==> src/rtl/tetris_pkg.sv <==
// Shared types for the Tetris display/game-timing blocks.
// Used here by the round-robin incrementer arbiter.
package tetris_pkg;

    typedef enum logic {GRANT_R0, GRANT_R1} grant_t;

    localparam int INCR_REQ_N = 2;

endpackage

==> src/rtl/incr_share_arbiter_if.sv <==
// Request/ack bus between the two requesters and the shared incrementer arbiter.
interface incr_share_arbiter_if #(parameter int WIDTH = 4);

    logic             req0;
    logic [WIDTH-1:0] val0;
    logic             req1;
    logic [WIDTH-1:0] val1;
    logic             ack0;
    logic             ack1;
    logic [WIDTH-1:0] res;
    logic             wrap;

    modport master (output req0, val0, req1, val1,
                    input  ack0, ack1, res, wrap);

    modport slave  (input  req0, val0, req1, val1,
                    output ack0, ack1, res, wrap);

endinterface

==> src/rtl/increment.sv <==
// WIDTH-bit incrementer; the carry out of the top bit is discarded.
module increment #(parameter int WIDTH = 4) (
    input  logic [WIDTH-1:0] a,
    output logic [WIDTH-1:0] y
);

    assign y = a + WIDTH'(1);

endmodule

==> src/rtl/incr_share_arbiter.sv <==
// Round-robin time-sharing of a single incrementer between two requesters.
// The registered acks plus last_grant act as the IDLE/ACK0/ACK1 state.
module incr_share_arbiter
    import tetris_pkg::*;
#(
    parameter int WIDTH = 4
) (
    input  logic                 clk,
    input  logic                 reset_n,
    incr_share_arbiter_if.slave  bus
);

    logic [INCR_REQ_N-1:0] ack_q;
    logic [INCR_REQ_N-1:0] ack_d;
    logic [INCR_REQ_N-1:0] elig;
    grant_t                last_grant;
    grant_t                grant;
    logic                  grant_vld;
    logic [WIDTH-1:0]      operand;
    logic [WIDTH-1:0]      sum;
    logic [WIDTH-1:0]      res_q;
    logic                  wrap_q;

    // The only adder in the block works on whichever operand won arbitration.
    increment #(.WIDTH(WIDTH)) u_increment (
        .a (operand),
        .y (sum)
    );

    always_ff @(posedge clk or negedge reset_n) begin
        if (!reset_n) begin
            ack_q      <= '0;
            res_q      <= '0;
            wrap_q     <= 1'b0;
            last_grant <= GRANT_R1;
        end else begin
            ack_q <= ack_d;
            if (grant_vld) begin
                res_q      <= sum;
                wrap_q     <= &operand;
                last_grant <= grant;
            end
        end
    end

    // A requester still in its ack cycle is masked so a held req isn't served twice.
    always_comb begin
        elig      = {bus.req1 & ~ack_q[1], bus.req0 & ~ack_q[0]};
        grant_vld = |elig;
        grant     = GRANT_R0;
        unique case (elig)
            2'b01:   grant = GRANT_R0;
            2'b10:   grant = GRANT_R1;
            2'b11:   grant = (last_grant == GRANT_R0) ? GRANT_R1 : GRANT_R0;
            default: grant = GRANT_R0;
        endcase
        operand = (grant == GRANT_R1) ? bus.val1 : bus.val0;
        ack_d   = '0;
        if (grant_vld) begin
            ack_d = (grant == GRANT_R1) ? 2'b10 : 2'b01;
        end
    end

    always_comb begin
        bus.ack0 = ack_q[0];
        bus.ack1 = ack_q[1];
        bus.res  = res_q;
        bus.wrap = wrap_q;
    end

endmodule
==> src/flat_wrapper.sv <==
// flat-port wrapper written by rule: the top's interface ports become plain ports
module incr_share_arbiter_flat import tetris_pkg::*;
#(
    parameter int WIDTH = 4
)
  (clk, reset_n, bus_req0, bus_val0, bus_req1, bus_val1, bus_ack0, bus_ack1, bus_res, bus_wrap);
  incr_share_arbiter_if #(.WIDTH(WIDTH)) bus_i ();
  input  logic clk;
  input  logic reset_n;
  input wire logic [$bits(bus_i.req0)-1:0] bus_req0;
  input wire logic [$bits(bus_i.val0)-1:0] bus_val0;
  input wire logic [$bits(bus_i.req1)-1:0] bus_req1;
  input wire logic [$bits(bus_i.val1)-1:0] bus_val1;
  output wire logic [$bits(bus_i.ack0)-1:0] bus_ack0;
  output wire logic [$bits(bus_i.ack1)-1:0] bus_ack1;
  output wire logic [$bits(bus_i.res)-1:0] bus_res;
  output wire logic [$bits(bus_i.wrap)-1:0] bus_wrap;
  assign bus_i.req0 = bus_req0;
  assign bus_i.val0 = bus_val0;
  assign bus_i.req1 = bus_req1;
  assign bus_i.val1 = bus_val1;
  assign bus_ack0 = bus_i.ack0;
  assign bus_ack1 = bus_i.ack1;
  assign bus_res = bus_i.res;
  assign bus_wrap = bus_i.wrap;
  incr_share_arbiter #(.WIDTH(WIDTH)) u_core (.clk(clk), .reset_n(reset_n), .bus(bus_i));
endmodule
==> config.mk <==
export PLATFORM = sky130hd
export DESIGN_NAME = incr_share_arbiter_flat
export DESIGN_NICKNAME = d
export VERILOG_FILES = /design/src/rtl/tetris_pkg.sv /design/src/rtl/incr_share_arbiter_if.sv /design/src/rtl/increment.sv /design/src/rtl/incr_share_arbiter.sv /design/src/flat_wrapper.sv
export SDC_FILE = /design/constraint.sdc
export NUM_CORES = 1
export LEC_CHECK = 0
export CORE_AREA = 2 2 39 41
export CTS_BUF_LIST = sky130_fd_sc_hd__clkbuf_8
export DETAILED_ROUTE_END_ITERATION = 8
export DIE_AREA = 0 0 41 43
export GPL_ROUTABILITY_DRIVEN = 0
export PLACE_DENSITY = 0.69
export RECOVER_POWER = 50
export SLEW_MARGIN = 40
export SYNTH_ARGS = -nofsm -noshare
export SYNTH_HDL_FRONTEND = slang
export SYNTH_SLANG_ARGS = --single-unit
==> constraint.sdc <==
create_clock -name clk -period 2 [get_ports clk]
set_clock_uncertainty 0.1 [all_clocks]
set_input_delay 0.6 -clock clk [delete_from_list [all_inputs] [get_ports clk]]
set_output_delay 0.6 -clock clk [all_outputs]
set_load 0.03 [all_outputs]
==> summary.md, run 1 <==
| Metric | Value |
|---|---|
| Outcome | finished clean |
| Synthesized cell area | 458 sq um |
| Mapped Cells | 39 |
| Initial antenna violation count | 0 |
| Antenna-violating nets left | 0 |
| Fin area | 767 sq um |
| DRC viols | 0 |
| CP delay by family, top | buffers and inverters |
| Post-synthesis mux area share | 0.186 |
| Endpoint class of the critical path | output port |
| WL/cell | 11.9 um |
| Filler instances | 121 |
| Startpoint types | flip-flop |
| GRT Resource Usage Total | 0.143 |
| Final global-route overflow total | 0 |
| H-tree levels | 1 |
| Worst-Skew Late Latency | 0.23 ns |
| RSZ-0062 raised after global routing | no |
| Flops & latches, synth | 8 |
| CP bufs+invs | 1 |
| Met3 Wirelength | 71 um |
| CTS root buffer | clkbuf_8 |
| CTS tree | built |
| Post-Synth Simple-Gate Area | 0.167 |
| Critical path's largest stage delay | 0.68 ns |
| Top cells by count, synth | 7 x dfrtp_1, 4 x mux2_2, 4 x mux2i_1, 4 x nand3_1 |
| Adder-cell share of the synthesized area | 0.0273 |
| DP HPWL | 799 um |
| Compound-Gate Fraction of Synth Area | 0.0929 |
| I/O pins | 19 |
| Final setup viols | 0 |
| Die Ht | 43 um |
| Nets@finish | 80 |
| Register area | 201 sq um |
| Worst hold path type | reg -> reg |
| IO Port Bufs | 18 |
| Crit path cell chain | clkdlybuf4s50_1 |
| Die area | 0.00176 sq mm |
| Final hold violation count | 0 |
| Setup slack after placement | -0.486 ns |
| Iter 0 DRT Violations | 6 |
| FMAX | 0.512 GHz |
| Seq/Total Area, Yosys | 0.440 |
| Synth Net Count | 52 |
| Num CTS Buffers | 3 |
| First-pass GRT wire length | 1530 um |
| Worst Path Required | 1.30 ns |
| Area of the multi-input gates | 285 sq um |
| Share of the synthesized area in the top cell type | 0.383 |
| Peak VDD IR | 0.000527 V |
| Non-Filler Instances | 82 |
| Total power | 0.712 mW |
| Vias per cell | 4.87 |
| Vias in the first global route | 381 |
| Area contributors post-synth | dfrtp_1 38%, mux2_2 9.8%, mux2i_1 8.7% |
| Main combinational cell family by area after synthesis | multiplexers |
| Top Metal Used | met4 |
| Count leader, synth | dfrtp_1 |
| Max Cap Viol | 0 |
| Number of flops mapped to enable cells by yosys | 0 |
| Placed cell area | 728 sq um |
| Num rows | 14 |
| Area grow syn2layout | 67.5% |
| Avg Inst Size Synth | 11.7 sq um |
| Max Slew Vio Count | 0 |
| Cts hold-fix bufs | 0 |
| Crit Path Max Fanout | 2 |
| CP max-delay cell | clkdlybuf4s50_1 |
| Starting density of the core | 0.331 |
| Setup Buffers After CTS | 0 |
| Routed WL | 976 um |
| PwrDens | 928 mW/mm^2 |
| First-pass DRT Iterations | 3 |
| Core Footprint | 0.00138 sq mm |
| Area leader, netlist | dfrtp_1 |
| Worst-path clk slew | 0.04 ns |
| Leakage Power | 0.332 nW |
| M1 wire length | 410 um |
| Max_slew headroom | 0.750 |
| Setup slack after layout | 0.0457 ns |
| Die W | 41 um |
| Clock Sinks | 8 |
| Vias | 399 |
| Share of layout cells above drive strength 1 | 0.318 |
| Met2 wire length | 472 um |
| Xor-xnor portion of the synthesized cell area | 0.0765 |
| Number of synthesis warnings | 0 |
| Top FF cell, synth | dfrtp_1 |
| WP data arrival | 1.25 ns |
| Diodes inserted | 0 |
| Placed Instances | 78 |
| Largest net degree at the start of global routing | 9 |
| Async set-or-reset flop fraction in the synthesized netlist | 1.00 |
| Max Buffers Root-to-Sink | 2 |
| Tightest Pin Transition | 0.373 ns |
| Post-route minimum period | 1.95 ns |
| Library cells used by synthesis | 19 |
| Worst setup path category | reg -> out |
| Part of the cycle the worst path needs | 0.977 |
where the power goes:
part / switching, mW / leakage (nW) / internal [mW]
combinational: 0.140 / 0.208 / 0.145
sequential: 0.0254 / 0.0969 / 0.202
clock: 0.0663 / 0.0269 / 0.133
routing by layer:
layer,GRT usage,vias to the layer above
met1,0.172,193
met5,0,-
met3,0.0942,4
met4,0.0800,0
met2,0.184,11
li1,-,191
logic make-up after synthesis:
kind of cell,Yosys count
xor+xnor,4
simple gates,12
mux,8
flops,8
fa+ha+maj,1
compound gates,5
buf+inv,1
path summary, 6_finish.rpt:
kind | from | end | slack (ns) | cells after the start
worst max-delay path | u_core.bus.res[3] | bus_res[3] | 0.05 | 1
worst min-delay path | u_core.bus.res[0] | u_core.bus.res[0] | 0.38 | 2
worst max register to register | u_core.ack_q[1] | u_core.bus.wrap | 0.19 | 7
worst min register to register | u_core.bus.res[0] | u_core.bus.res[0] | 0.38 | 2
max in group asynchronous | reset_n | u_core.last_grant | 0.87 | 1
min in group asynchronous | reset_n | u_core.bus.res[2] | 0.62 | 1
state kept, by name (all words and copies together) (netlist names):
register and flops:
u_core.bus.wrap 1, u_core.ack_q 2, u_core.bus.res 4, u_core.last_grant 1
layout by cell type, fill, tap and decap left out, types with 2 or more instances in the layout:
| cell type | count |
|---|---|
| mux2i_1 | 4 |
| clkdlybuf4s50_1 | 14 |
| nand2_1 | 3 |
| clkbuf_8 | 3 |
| nand3_1 | 2 |
| dfrtp_1 | 7 |
| nand3_2 | 2 |
| mux2_4 | 3 |
| xnor2_1 | 3 |
| buf_4 | 5 |
final cells by class:
class,instances,area share
clock buffer,3,0.0538
timing repair buffer,24,0.281
clock inverter,1,0.00489
multi-input combinational,30,0.372
sequential,8,0.263
tap,16,0.0261
through the flow:
| stage | hold WS, ns | setup TNS, ns | utilization |
|---|---|---|---|
| 2_1_floorplan | 0.204 | -0.116 | - |
| 3_3_place_gp | 0.369 | -1.41 | 0.526 |
| 3_5_place_dp | 0.374 | -1.50 | 0.526 |
| 4_1_cts | 0.392 | 0 | 0.556 |
| 5_1_grt | 0.401 | 0 | 0.554 |
| 6_report | 0.383 | 0 | 0.554 |
what timing repair did:
action / CTS / global route
setup endpoints to repair: 4 / 1
pin swaps: 2 / 0
resized for setup: 7 / 1
cloned: 0 / 0
Note: power is estimated with default switching activity, not from simulation.
==> inputs of run 2 (changes only) <==
--- a/config.mk
+++ b/config.mk
@@ -12,7 +12,7 @@
 export GPL_ROUTABILITY_DRIVEN = 0
 export PLACE_DENSITY = 0.69
 export RECOVER_POWER = 50
-export SLEW_MARGIN = 40
+export SLEW_MARGIN = 20
 export SYNTH_ARGS = -nofsm -noshare
 export SYNTH_HDL_FRONTEND = slang
 export SYNTH_SLANG_ARGS = --single-unit
==> results of run 2 <==
No change in the layout: final DEF, timing and power equal those of run 1.
==> inputs of run 3 (changes only) <==
--- a/config.mk
+++ b/config.mk
@@ -7,6 +7,7 @@
 export LEC_CHECK = 0
 export CORE_AREA = 2 2 39 41
 export CTS_BUF_LIST = sky130_fd_sc_hd__clkbuf_8
+export CTS_CLUSTER_DIAMETER = 80
 export DETAILED_ROUTE_END_ITERATION = 8
 export DIE_AREA = 0 0 41 43
 export GPL_ROUTABILITY_DRIVEN = 0
==> results of run 3 <==
No change in the layout: final DEF, timing and power equal those of run 1.
==> edit: new RTL, flow settings as in run 1 <==
Make the reset (`reset_n`) synchronous in one clocked block.
--- a/src/rtl/incr_share_arbiter.sv
+++ b/src/rtl/incr_share_arbiter.sv
@@ -27,7 +27,7 @@
         .y (sum)
     );
 
-    always_ff @(posedge clk or negedge reset_n) begin
+    always_ff @(posedge clk) begin
         if (!reset_n) begin
             ack_q      <= '0;
             res_q      <= '0;
Function: differs if reset_n is asserted again (counterexample within 4 cycles, from zero or initial values and one cycle with reset_n low); with reset_n held inactive, the same outputs for 10 cycles.
==> edit against run 1 <==
Largest power group is now clock. Area after synthesis increased by 1.6%. Setup slack improved by 0.019 ns. Total power decreased by 21%. Worst hold slack got worse by 0.015 ns. Final cell count increased by 16%. Cell area increased by 2.3%. Via count increased by 23%. Critical path type is now in2reg. Wire length increased by 20%. Critical path depth increased by 8. First-iteration DRC count unchanged. Sequential power decreased by 19%. Sequential cell count unchanged.
==> edit: results (changes against run 1) <==
* Post-synth ARST share at 0% (was 100.0%)
* Met1 wire length at 499 um (was 410 um)
* Maximum single-stage delay on the critical path at 0.32 ns (was 0.68 ns)
* Gr usage total at 17.37% (was 14.27%)
* Synth Area in Adders at 2.688% (was 2.732%)
* First-pass GRT wire length at 2.063 mm (was 1.531 mm)
* Synth top area cells: dfxtp_1 (34%), nand3_1 (7.5%), nand2_1 (6.5%), mux2i_1 (4.3%), nand3b_4 (4.3%) (was dfrtp_1 (38%), mux2_2 (9.8%), mux2i_1 (8.7%), dfstp_2 (5.7%), xnor2_1 (5.7%))
* Layout Nets at 94 (was 80)
* Routed wire length at 1.174 mm (was 976 um)
* Worst-Margin Slew at 0.4010 ns (was 0.3733 ns)
* WP data arrival at 1.94 ns (was 1.25 ns)
* Synth Net Count at 63 (was 52)
* Leak pwr at 0.3813 nW (was 0.3318 nW)
* VDD IR-drop max at 0.3874 mV (was 0.5275 mV)
* Top delay family on crit path: multiplexers (was buffers and inverters)
* Multiplexer share of the synthesized area at 9.946% (was 18.58%)
* Final HPWL DP at 897.9 um (was 798.6 um)
* Slowest CP cell: mux2_4 (was clkdlybuf4s50_1)
* RR Startpoint: u_core.ack_q[0] (was u_core.ack_q[1])
* Outcome: complete, no violations (unchanged)
* Xor/xnor share of the synthesized area at 5.645% (was 7.650%)
* Routed met2 length at 602 um (was 472 um)
* Worst reg2reg path depth at 8 (was 7)
* Most frequent cells after synthesis: dfxtp_1 (8), nand2_1 (8), nand3_1 (7) (was dfrtp_1 (7), mux2_2 (4), mux2i_1 (4), nand3_1 (4))
* Largest fanout on the critical path at 4 (was 2)
* R2r endpoint: u_core.bus.res[2] (was u_core.bus.wrap)
* Fraction of layout cells with a size suffix above 1 at 24.05% (was 31.82%)
* Detailed Routing Iterations Pass 1 at 4 (was 3)
* Worst Hold Path EP: u_core.bus.res[1] (was u_core.bus.res[0])
* Hold_ws at 0.3676 ns (was 0.3831 ns)
* Synth Area in Compound Gates at 11.02% (was 9.290%)
* Via count at 491 (was 399)
* Top_reg_cell synth: dfxtp_1 (was dfrtp_1)
* Yosys cell types at 26 (was 19)
## edit: worst max path at each step
stage,endpoint,slack [ns],depth (start not counted)
6_report,u_core.bus.res[2],0.06,9
2_1_floorplan,u_core.bus.res[2],0.004,8
3_3_place_gp,u_core.bus.res[2],-0.49,9
5_1_grt,u_core.bus.res[2],0.02,9
3_5_place_dp,u_core.bus.res[2],-0.52,9
4_1_cts,bus_ack1,0.0009,1
## edit: power by group
| group | internal (mW) | switching, mW | total, mW | leakage, nW |
|---|---|---|---|---|
| combinational | 0.0956 | 0.0850 | 0.181 | 0.294 |
| clock | 0.131 | 0.0660 | 0.197 | 0.0216 |
| sequential | 0.175 | 0.00942 | 0.185 | 0.0661 |
| total | 0.402 | 0.160 | 0.562 | 0.381 |
## edit: per-stage QoR
step	instances	setup slack [ns]	instance area, sq um
after global routing	95	0.01751	784.5
after global placement	90	-0.4923	713.2
final	95	0.06492	784.5
after detailed placement	90	-0.5166	713.2
after floorplan	50	0.004441	465.4
after CTS	94	0.0008590	772.0
## edit: cell type report
class / instances / area [sq um]
multi-input combinational: 39 / 312.8
inverter: 2 / 7.507
tap: 16 / 20.02
sequential: 8 / 160.2
fill: 132 / 599.3
clock buffer: 3 / 41.29
timing repair buffer: 27 / 242.7
## edit: timing repair
| action | CTS | global route |
|---|---|---|
| resized for setup | 4 | 5 |
| pin swaps | 1 | 3 |
| buffers inserted | 1 | 1 |
| endpoints found under the hold margin | 0 | 0 |
| endpoints found under the setup margin | 3 | 3 |
| gates cloned | 0 | 0 |
## edit: per-layer routing
metal / up-vias / GRT usage, %
li1: 236 / -
met3: 2 / 3.141
met2: 20 / 24.38
met1: 233 / 23.79
met5: - / 0
met4: 0 / 10.00
## edit: cells by family (layout without fill, tap and decap cells)
kind of cell	after synthesis	in the layout
AO/OA/AOI/OAI	6	6
XOR/XNOR	3	3
adder cells (fa/ha/maj)	1	1
buffers and inverters	3	32
flip-flops	8	8
multiplexers	4	4
AND/OR/NAND/NOR	25	25
## edit: worst min-delay path, stage by stage (launching register included)
cell	delay (ns)
dfxtp_1	0.30
nand2_1	0.05
a21boi_0	0.06
